File: src/rtl/vliw_fwd_ctrl_if.sv
// Forwarding-controller bundle: pipeline controls and per-lane D tags in, forward selects and hazard flags out.
// master drives the D-stage tags and stage controls; slave is the controller itself.
interface vliw_fwd_ctrl_if #(
  parameter int NLANES = 4,
  parameter int LANEW  = $clog2(NLANES)
);
  logic                    StallE, FlushE, StallM, FlushM, StallW, FlushW;
  logic [NLANES*5-1:0]     Rs1D, Rs2D, RdD;
  logic [NLANES-1:0]       RegWriteD, LateResultD;
  logic [NLANES*2-1:0]     ForwardAE, ForwardBE;
  logic [NLANES*LANEW-1:0] FwdLaneAE, FwdLaneBE;
  logic                    HazardStallD, IllegalBundleD;

  modport master (
    output StallE, FlushE, StallM, FlushM, StallW, FlushW,
    output Rs1D, Rs2D, RdD, RegWriteD, LateResultD,
    input  ForwardAE, ForwardBE, FwdLaneAE, FwdLaneBE, HazardStallD, IllegalBundleD
  );

  modport slave (
    input  StallE, FlushE, StallM, FlushM, StallW, FlushW,
    input  Rs1D, Rs2D, RdD, RegWriteD, LateResultD,
    output ForwardAE, ForwardBE, FwdLaneAE, FwdLaneBE, HazardStallD, IllegalBundleD
  );
endinterface

File: src/rtl/vliw_fwd_ctrl.sv
// N-lane VLIW forward/hazard controller: E/M/W tag pipeline, outputs combinational from registered tags (0 added latency).
// No backpressure of its own: follows the shared per-stage stall/flush inputs and only requests a D stall on late-result hazards.
module vliw_fwd_ctrl #(
  parameter int NLANES = 4,
  parameter int LANEW  = $clog2(NLANES)
) (
  input  logic           clk,
  input  logic           reset,
  vliw_fwd_ctrl_if.slave bus
);

  logic [NLANES-1:0][4:0] rs1_d, rs2_d, rd_d;
  logic [NLANES-1:0][4:0] rs1_e, rs2_e, rd_e, rd_m, rd_w;
  logic [NLANES-1:0]      we_e, late_e, we_m, we_w;

  assign rs1_d = bus.Rs1D;
  assign rs2_d = bus.Rs2D;
  assign rd_d  = bus.RdD;

  // Flush wins over stall; a flush clears only the valid bits, addresses are held.
  // The late-result tag is not carried past E: nothing downstream of E consumes it.
  always_ff @(posedge clk or posedge reset) begin
    if (reset) begin
      rs1_e  <= '0;
      rs2_e  <= '0;
      rd_e   <= '0;
      we_e   <= '0;
      late_e <= '0;
      rd_m   <= '0;
      we_m   <= '0;
      rd_w   <= '0;
      we_w   <= '0;
    end else begin
      if (bus.FlushE) begin
        we_e   <= '0;
        late_e <= '0;
      end else if (!bus.StallE) begin
        rs1_e  <= rs1_d;
        rs2_e  <= rs2_d;
        rd_e   <= rd_d;
        we_e   <= bus.RegWriteD;
        late_e <= bus.LateResultD;
      end

      if (bus.FlushM) begin
        we_m <= '0;
      end else if (!bus.StallM) begin
        rd_m <= rd_e;
        we_m <= we_e;
      end

      if (bus.FlushW) begin
        we_w <= '0;
      end else if (!bus.StallW) begin
        rd_w <= rd_m;
        we_w <= we_m;
      end
    end
  end

  // Ascending scan so the highest matching lane (youngest in program order) wins.
  function automatic logic [LANEW+1:0] fwd_pick(input logic [4:0] src);
    logic             m_hit;
    logic             w_hit;
    logic [LANEW-1:0] m_lane;
    logic [LANEW-1:0] w_lane;
    m_hit  = 1'b0;
    w_hit  = 1'b0;
    m_lane = '0;
    w_lane = '0;
    for (int j = 0; j < NLANES; j++) begin
      if (src != 5'd0 && we_m[j] && rd_m[j] == src) begin
        m_hit  = 1'b1;
        m_lane = LANEW'(j);
      end
      if (src != 5'd0 && we_w[j] && rd_w[j] == src) begin
        w_hit  = 1'b1;
        w_lane = LANEW'(j);
      end
    end
    if (m_hit)      return {2'b10, m_lane};
    else if (w_hit) return {2'b01, w_lane};
    else            return '0;
  endfunction

  logic [NLANES-1:0][1:0]       fwd_a_sel, fwd_b_sel;
  logic [NLANES-1:0][LANEW-1:0] fwd_a_lane, fwd_b_lane;
  logic                         hazard;
  logic                         illegal;

  always_comb begin
    fwd_a_sel  = '0;
    fwd_b_sel  = '0;
    fwd_a_lane = '0;
    fwd_b_lane = '0;
    for (int i = 0; i < NLANES; i++) begin
      {fwd_a_sel[i], fwd_a_lane[i]} = fwd_pick(rs1_e[i]);
      {fwd_b_sel[i], fwd_b_lane[i]} = fwd_pick(rs2_e[i]);
    end
  end

  always_comb begin
    hazard = 1'b0;
    for (int j = 0; j < NLANES; j++) begin
      for (int i = 0; i < NLANES; i++) begin
        if (we_e[j] && late_e[j] && rd_e[j] != 5'd0 &&
            (rd_e[j] == rs1_d[i] || rd_e[j] == rs2_d[i]))
          hazard = 1'b1;
      end
    end
  end

  always_comb begin
    illegal = 1'b0;
    for (int p = 0; p < NLANES; p++) begin
      for (int q = p + 1; q < NLANES; q++) begin
        if (bus.RegWriteD[p] && bus.RegWriteD[q] && rd_d[p] == rd_d[q] && rd_d[p] != 5'd0)
          illegal = 1'b1;
      end
    end
  end

  assign bus.ForwardAE      = fwd_a_sel;
  assign bus.ForwardBE      = fwd_b_sel;
  assign bus.FwdLaneAE      = fwd_a_lane;
  assign bus.FwdLaneBE      = fwd_b_lane;
  assign bus.HazardStallD   = hazard;
  assign bus.IllegalBundleD = illegal;

endmodule

File: src/flat_wrapper.sv
// flat-port wrapper written by rule: the top's interface ports become plain ports
module vliw_fwd_ctrl_flat 
#(
  parameter int NLANES = 4,
  parameter int LANEW  = $clog2(NLANES)
)
  (clk, reset, bus_StallE, bus_FlushE, bus_StallM, bus_FlushM, bus_StallW, bus_FlushW, bus_Rs1D, bus_Rs2D, bus_RdD, bus_RegWriteD, bus_LateResultD, bus_ForwardAE, bus_ForwardBE, bus_FwdLaneAE, bus_FwdLaneBE, bus_HazardStallD, bus_IllegalBundleD);
  vliw_fwd_ctrl_if #(.NLANES(NLANES), .LANEW(LANEW)) bus_i ();
  input  logic clk;
  input  logic reset;
  input wire logic [$bits(bus_i.StallE)-1:0] bus_StallE;
  input wire logic [$bits(bus_i.FlushE)-1:0] bus_FlushE;
  input wire logic [$bits(bus_i.StallM)-1:0] bus_StallM;
  input wire logic [$bits(bus_i.FlushM)-1:0] bus_FlushM;
  input wire logic [$bits(bus_i.StallW)-1:0] bus_StallW;
  input wire logic [$bits(bus_i.FlushW)-1:0] bus_FlushW;
  input wire logic [$bits(bus_i.Rs1D)-1:0] bus_Rs1D;
  input wire logic [$bits(bus_i.Rs2D)-1:0] bus_Rs2D;
  input wire logic [$bits(bus_i.RdD)-1:0] bus_RdD;
  input wire logic [$bits(bus_i.RegWriteD)-1:0] bus_RegWriteD;
  input wire logic [$bits(bus_i.LateResultD)-1:0] bus_LateResultD;
  output wire logic [$bits(bus_i.ForwardAE)-1:0] bus_ForwardAE;
  output wire logic [$bits(bus_i.ForwardBE)-1:0] bus_ForwardBE;
  output wire logic [$bits(bus_i.FwdLaneAE)-1:0] bus_FwdLaneAE;
  output wire logic [$bits(bus_i.FwdLaneBE)-1:0] bus_FwdLaneBE;
  output wire logic [$bits(bus_i.HazardStallD)-1:0] bus_HazardStallD;
  output wire logic [$bits(bus_i.IllegalBundleD)-1:0] bus_IllegalBundleD;
  assign bus_i.StallE = bus_StallE;
  assign bus_i.FlushE = bus_FlushE;
  assign bus_i.StallM = bus_StallM;
  assign bus_i.FlushM = bus_FlushM;
  assign bus_i.StallW = bus_StallW;
  assign bus_i.FlushW = bus_FlushW;
  assign bus_i.Rs1D = bus_Rs1D;
  assign bus_i.Rs2D = bus_Rs2D;
  assign bus_i.RdD = bus_RdD;
  assign bus_i.RegWriteD = bus_RegWriteD;
  assign bus_i.LateResultD = bus_LateResultD;
  assign bus_ForwardAE = bus_i.ForwardAE;
  assign bus_ForwardBE = bus_i.ForwardBE;
  assign bus_FwdLaneAE = bus_i.FwdLaneAE;
  assign bus_FwdLaneBE = bus_i.FwdLaneBE;
  assign bus_HazardStallD = bus_i.HazardStallD;
  assign bus_IllegalBundleD = bus_i.IllegalBundleD;
  vliw_fwd_ctrl #(.NLANES(NLANES), .LANEW(LANEW)) u_core (.clk(clk), .reset(reset), .bus(bus_i));
endmodule
File: config.mk
export PLATFORM = sky130hd
export DESIGN_NAME = vliw_fwd_ctrl_flat
export DESIGN_NICKNAME = d
export VERILOG_FILES = /design/src/rtl/vliw_fwd_ctrl_if.sv /design/src/rtl/vliw_fwd_ctrl.sv /design/src/flat_wrapper.sv
export SDC_FILE = /design/constraint.sdc
export NUM_CORES = 1
export LEC_CHECK = 0
export CAP_MARGIN = 40
export CORE_MARGIN = 2
export CORE_UTILIZATION = 35
export CTS_CLUSTER_SIZE = 28
export DETAILED_ROUTE_END_ITERATION = 10
export GPL_TIMING_DRIVEN = 0
export SYNTH_ARGS = -nofsm -noshare
export SYNTH_HDL_FRONTEND = slang
export SYNTH_SLANG_ARGS = --single-unit
export TNS_END_PERCENT = 10
File: constraint.sdc
create_clock -name clk -period 5.3 [get_ports clk]
set_input_delay 1.325 -clock clk [delete_from_list [all_inputs] [get_ports clk]]
set_output_delay 1.325 -clock clk [all_outputs]
set_load 0.02 [all_outputs]
# Word level (Yosys, flattened, before mapping)

Index checks and enable logic that the tools add are counted.

Eq/ne operators: 105
Mux-type cells: 158
Bitwise gates (word level): 6
Reductions and logical operators: 204

Operator list:

| operator             | number |
|---|---|
| $eq A5 B5 Y1         | 102 |
| $logic_and A1 B1 Y1  | 170 |
| $mux W1              | 102 |
| $reduce_bool A5 Y1   | 15 |
| $mux W2              | 32 |
| $mux W4              | 16 |
| $mux W3              | 8 |
| $logic_or A1 B1 Y1   | 16 |
| $ne A2 B1 Y1 const B | 3 |
| $not A1 Y1           | 6 |
| $reduce_and A2 Y1    | 3 |

Bits in registers: 116
Bits of input ports: 76
Output and inout bits: 34
Word-level logic and storage cells: 497

# Longest topological paths before layout

Word-level depth: 19
Gate-level depth with buffers: 7
Gate-level depth less buffers: 6

# Least setup slack after synthesis

OpenSTA, ideal clock, no wires.

Kind: input to output
Start point: in bus_Rs1D[19]
End point: out bus_HazardStallD
Arrival time: 2704 ps
Data required time: 3975 ps
Path slack: 1271 ps
Cell stages on the path: 7
Buffers on the path: 1
Cell sequence: clkbuf_1 > xnor2_1 > nand3_1 > nor3_1 > a311oi_1 > a21oi_1 > or4_1

Longest elaborated chain between the ends: 16
Elaborated cells between the ends (all ways): 25

RTL lines:

| element               | line                 | text |
|---|---|---|
| start: declaration    | flat_wrapper.sv:17   | `input wire logic [$bits(bus_i.Rs1D)-1:0] bus_Rs1D;` |
| $eq A5 B5 Y1          | vliw_fwd_ctrl.sv:107 | `(rd_e[j] == rs1_d[i] \|\| rd_e[j] == rs2_d[i]))` |
| $logic_or A1 B1 Y1    | vliw_fwd_ctrl.sv:107 |  |
| $logic_and A1 B1 Y1   | vliw_fwd_ctrl.sv:106 | `if (we_e[j] && late_e[j] && rd_e[j] != 5'd0 &&` |
| $mux W1 (12 in a row) | vliw_fwd_ctrl.sv:106 |  |
| $mux W1 *             | vliw_fwd_ctrl.sv:106 |  |
| end: declaration      | flat_wrapper.sv:26   | `output wire logic [$bits(bus_i.HazardStallD)-1:0] bus_HazardStallD;` |

Mark *: on every way between the ends. The rest lies on a longest branch, timed or not.

# Worst setup path after layout

Start point: in bus_Rs2D[13]
End point: out bus_HazardStallD

Longest elaborated chain between the ends: 17
Elaborated cells between the ends (all ways): 26

RTL lines:

| element                | line                 | text |
|---|---|---|
| start: declaration     | flat_wrapper.sv:18   | `input wire logic [$bits(bus_i.Rs2D)-1:0] bus_Rs2D;` |
| $eq A5 B5 Y1           | vliw_fwd_ctrl.sv:107 |  |
| $logic_or A1 B1 Y1     | vliw_fwd_ctrl.sv:107 |  |
| $logic_and A1 B1 Y1    | vliw_fwd_ctrl.sv:106 |  |
| $mux W1 (12 in a row)  | vliw_fwd_ctrl.sv:106 |  |
| $mux W1 * (2 in a row) | vliw_fwd_ctrl.sv:106 |  |

Marks and branches as above.

==> impl_metrics.toml <==
[timing]
tightest_slew_ns = 0.979
layout_setup_ws_ns = 0.165
finalMaxSlewViolations = 0
finalHoldViolCount = 0
slew_headroom = 0.348
clock_skew_ns = 0.0135
setup_viol = 0
fmax_mhz = 195
grt_setup_unrepaired = "false"
fin_crit_ns = 5.14
timing.final.crit_share = 0.969

[die]
fp.dieW_um = 186
dieArea_um2 = 34400
fp-row-count = 66
ios = 110
coreArea_um2 = 32500
die_h_um = 186
start_util = 0.355

[run]
max-cap-violations = 0

[finish]
n_antenna_cell = 0
finalNonFillerCells = 1802
final_common_cell = "xnor2_1"
drive_gt1_frac = 0.193
syn_to_final_growth_pct = 16.6
design_area_um2 = 13500
layout.nets = 1423
mostFrequentLayoutCells = "xnor2_1 (324), xor2_1 (185), dfrtp_1 (116)"

[power_and_ir_drop]
ir_worst_vdd_uv = 239
sw_frac_of_total = 0.415
power.switching_w = 0.00199
power_frac_seq = 0.227
power_frac_comb = 0.525
leakagePower_nw = 4.86
p_int_w = 0.00280
power_density_nw_per_um2 = 355
p_clk_frac = 0.247

[global_routing]
grt_antenna_before_repair = 1
track_usage = 0.236
gr-total-overflow = 0
grt_pass1_vias = 9420
grt_max_degree = 84
grt_pass1_wl_um = 59800

[synthesis]
synth_nets = 1331
synthAdderAreaFrac = 0
ys_types = 38
muxShareOfSynthArea = 0.111
synth_compound_area_frac = 0.0393
syn_area_um2 = 11500
synth_top_area_cell = "dfrtp_1"
synth_seq_area_share = 0.251
synth-simple-area-share = 0.144
synth_top_family_by_area = "XOR/XNOR gates"
synth-xor-area-share = 0.386
synth.yosys.warnings = 0
syn_avg_cell_area_um2 = 9.20
ys_seq_elements = 116
synth_cells = 1255
synthTopCellsByArea = "dfrtp_1 (25%), xnor2_1 (25%), xor2_1 (14%)"
synth_top_area_frac = 0.251

[routing]
dr.pass1.iters = 5
final_antenna_net_count = 0
drt_iter0_drc = 809
route.detailed.drc = 0
post_drt_wl_per_cell_um = 22.3
avgViaCountPerCell = 5.38
drt_wl_total_um = 40200
vias = 9701

[clocking]
htreeDepth = 4
clk_latency_ns = 0.43
cts_sinks = 116
clockRootBuffer = "clkbuf_16"
cts_buffers = 17
cts_tree = "done"
clk_pin_slew_ns = 0.06
hold_buffers = 0
cts_resized = 0
postCtsSetupBuffers = 0
clock_path_buffers = 2

[placed_design]
placed_cell_area_um2 = 12900
place_ws_ns = 0.221
gp_congestion = 0.920
dp_hpwl_um = 28600
dp_cells = 1770
io_buffers = 65

[critical_path]
crit_path_start_kind = "primary input"
path_max_fanout = 5
worstPathArrival_ns = 3.81
critPathKind = "in2out"
cp-end-kind = "output pin"
worst_ep_required_time_ns = 3.97

[status]
run_status = "complete, no violations"

[worst_hold_path]
hold_path_class = "reg2reg"
-- power by group through the flow --
stage          Sequential [W]  Clock [W]  Combinational, W
2_1_floorplan         0.00109          0           0.00186
6_report              0.00109    0.00118           0.00251
3_3_place_gp          0.00110          0           0.00236
4_1_cts               0.00109    0.00119           0.00247
5_1_grt               0.00110    0.00123           0.00267
3_5_place_dp          0.00110          0           0.00246
-- stage by stage --
stage                     total power (W)   util  TNS, ns  hold slack (ns)
final                             0.00478  0.413        0            0.560
after global routing              0.00500  0.413        0            0.595
after CTS                         0.00475  0.413        0            0.569
after detailed placement          0.00357  0.395        0            0.547
after global placement            0.00346  0.392  -118.07            0.546
after floorplan                   0.00295      -        0            0.490
-- routing by layer --
metal  wire (um)  track usage
met5          12            0
met3        2650       0.0380
met1       17800        0.322
met4        1140       0.0813
met2       18600        0.380
-- flip-flops by register name, summed over array words and instances (netlist names) --
name and flops:
u_core.we_w 4, u_core.rd_w 20, u_core.we_e 4, u_core.rs1_e 20, u_core.we_m 4, u_core.rs2_e 20, u_core.late_e 4, u_core.rd_m 20
u_core.rd_e 20
-- worst max-delay path: stages --
cell and delay (ns):
clkbuf_1 0.42, xnor2_1 0.14, nand3_1 0.10, o22ai_1 0.16, a311oi_1 0.38, a21oi_1 0.11, or4_1 0.58, clkdlybuf4s50_1 0.58
-- Yosys cell counts, drive strengths merged --
cell / number
clkbuf: 57
o22ai: 7
mux2i: 16
nand2: 22
a31oi: 1
or2: 1
nand3: 27
nor3: 19
dfrtp: 116
nand4: 70
buf: 105
xor2: 185
a21oi: 19
o21bai: 9
or4: 24
nor2: 49
nor2b: 7
o21ba: 7
xnor2: 324
a211o: 1
mux2: 100
o21ai: 11
inv: 4
a311oi: 7
o2111ai: 1
nor4: 61
o211ai: 5
-- cell families after synthesis --
logic type | after synthesis
xor gates and xnor gates | 509
muxes | 116
and+or+nand+nor | 280
AOI/OAI and AO/OA | 68
DFF | 116
buffers and inverters | 166
-- cell type report --
class / instances / area, um2
fillers: 3273 / 19100
multi-input cells: 973 / 7860
flip-flops and latches: 116 / 2900
plain buffers: 162 / 762
repair buffers: 73 / 761
well taps: 442 / 553
clock buffers: 18 / 439
clock inverters: 14 / 153
inverters: 4 / 20.0
-- final timing paths --
kind                                               from                            to  slack (ns)  cells after the start
min reg2reg                u_core.late_e[2]$_DFFE_PP0P_  u_core.late_e[2]$_DFFE_PP0P_        0.56                      2
min                        u_core.late_e[2]$_DFFE_PP0P_  u_core.late_e[2]$_DFFE_PP0P_        0.56                      2
max reg2reg                 u_core.rd_w[16]$_DFFE_PP0P_   u_core.rd_w[16]$_DFFE_PP0P_        3.87                      2
min in group asynchronous                         reset    u_core.rd_e[6]$_DFFE_PP0P_        1.26                      2
max                                        bus_Rs2D[13]              bus_HazardStallD        0.16                      8
max in group asynchronous                         reset   u_core.rd_w[15]$_DFFE_PP0P_        3.30                      3
(Power assumes the default switching activity.)
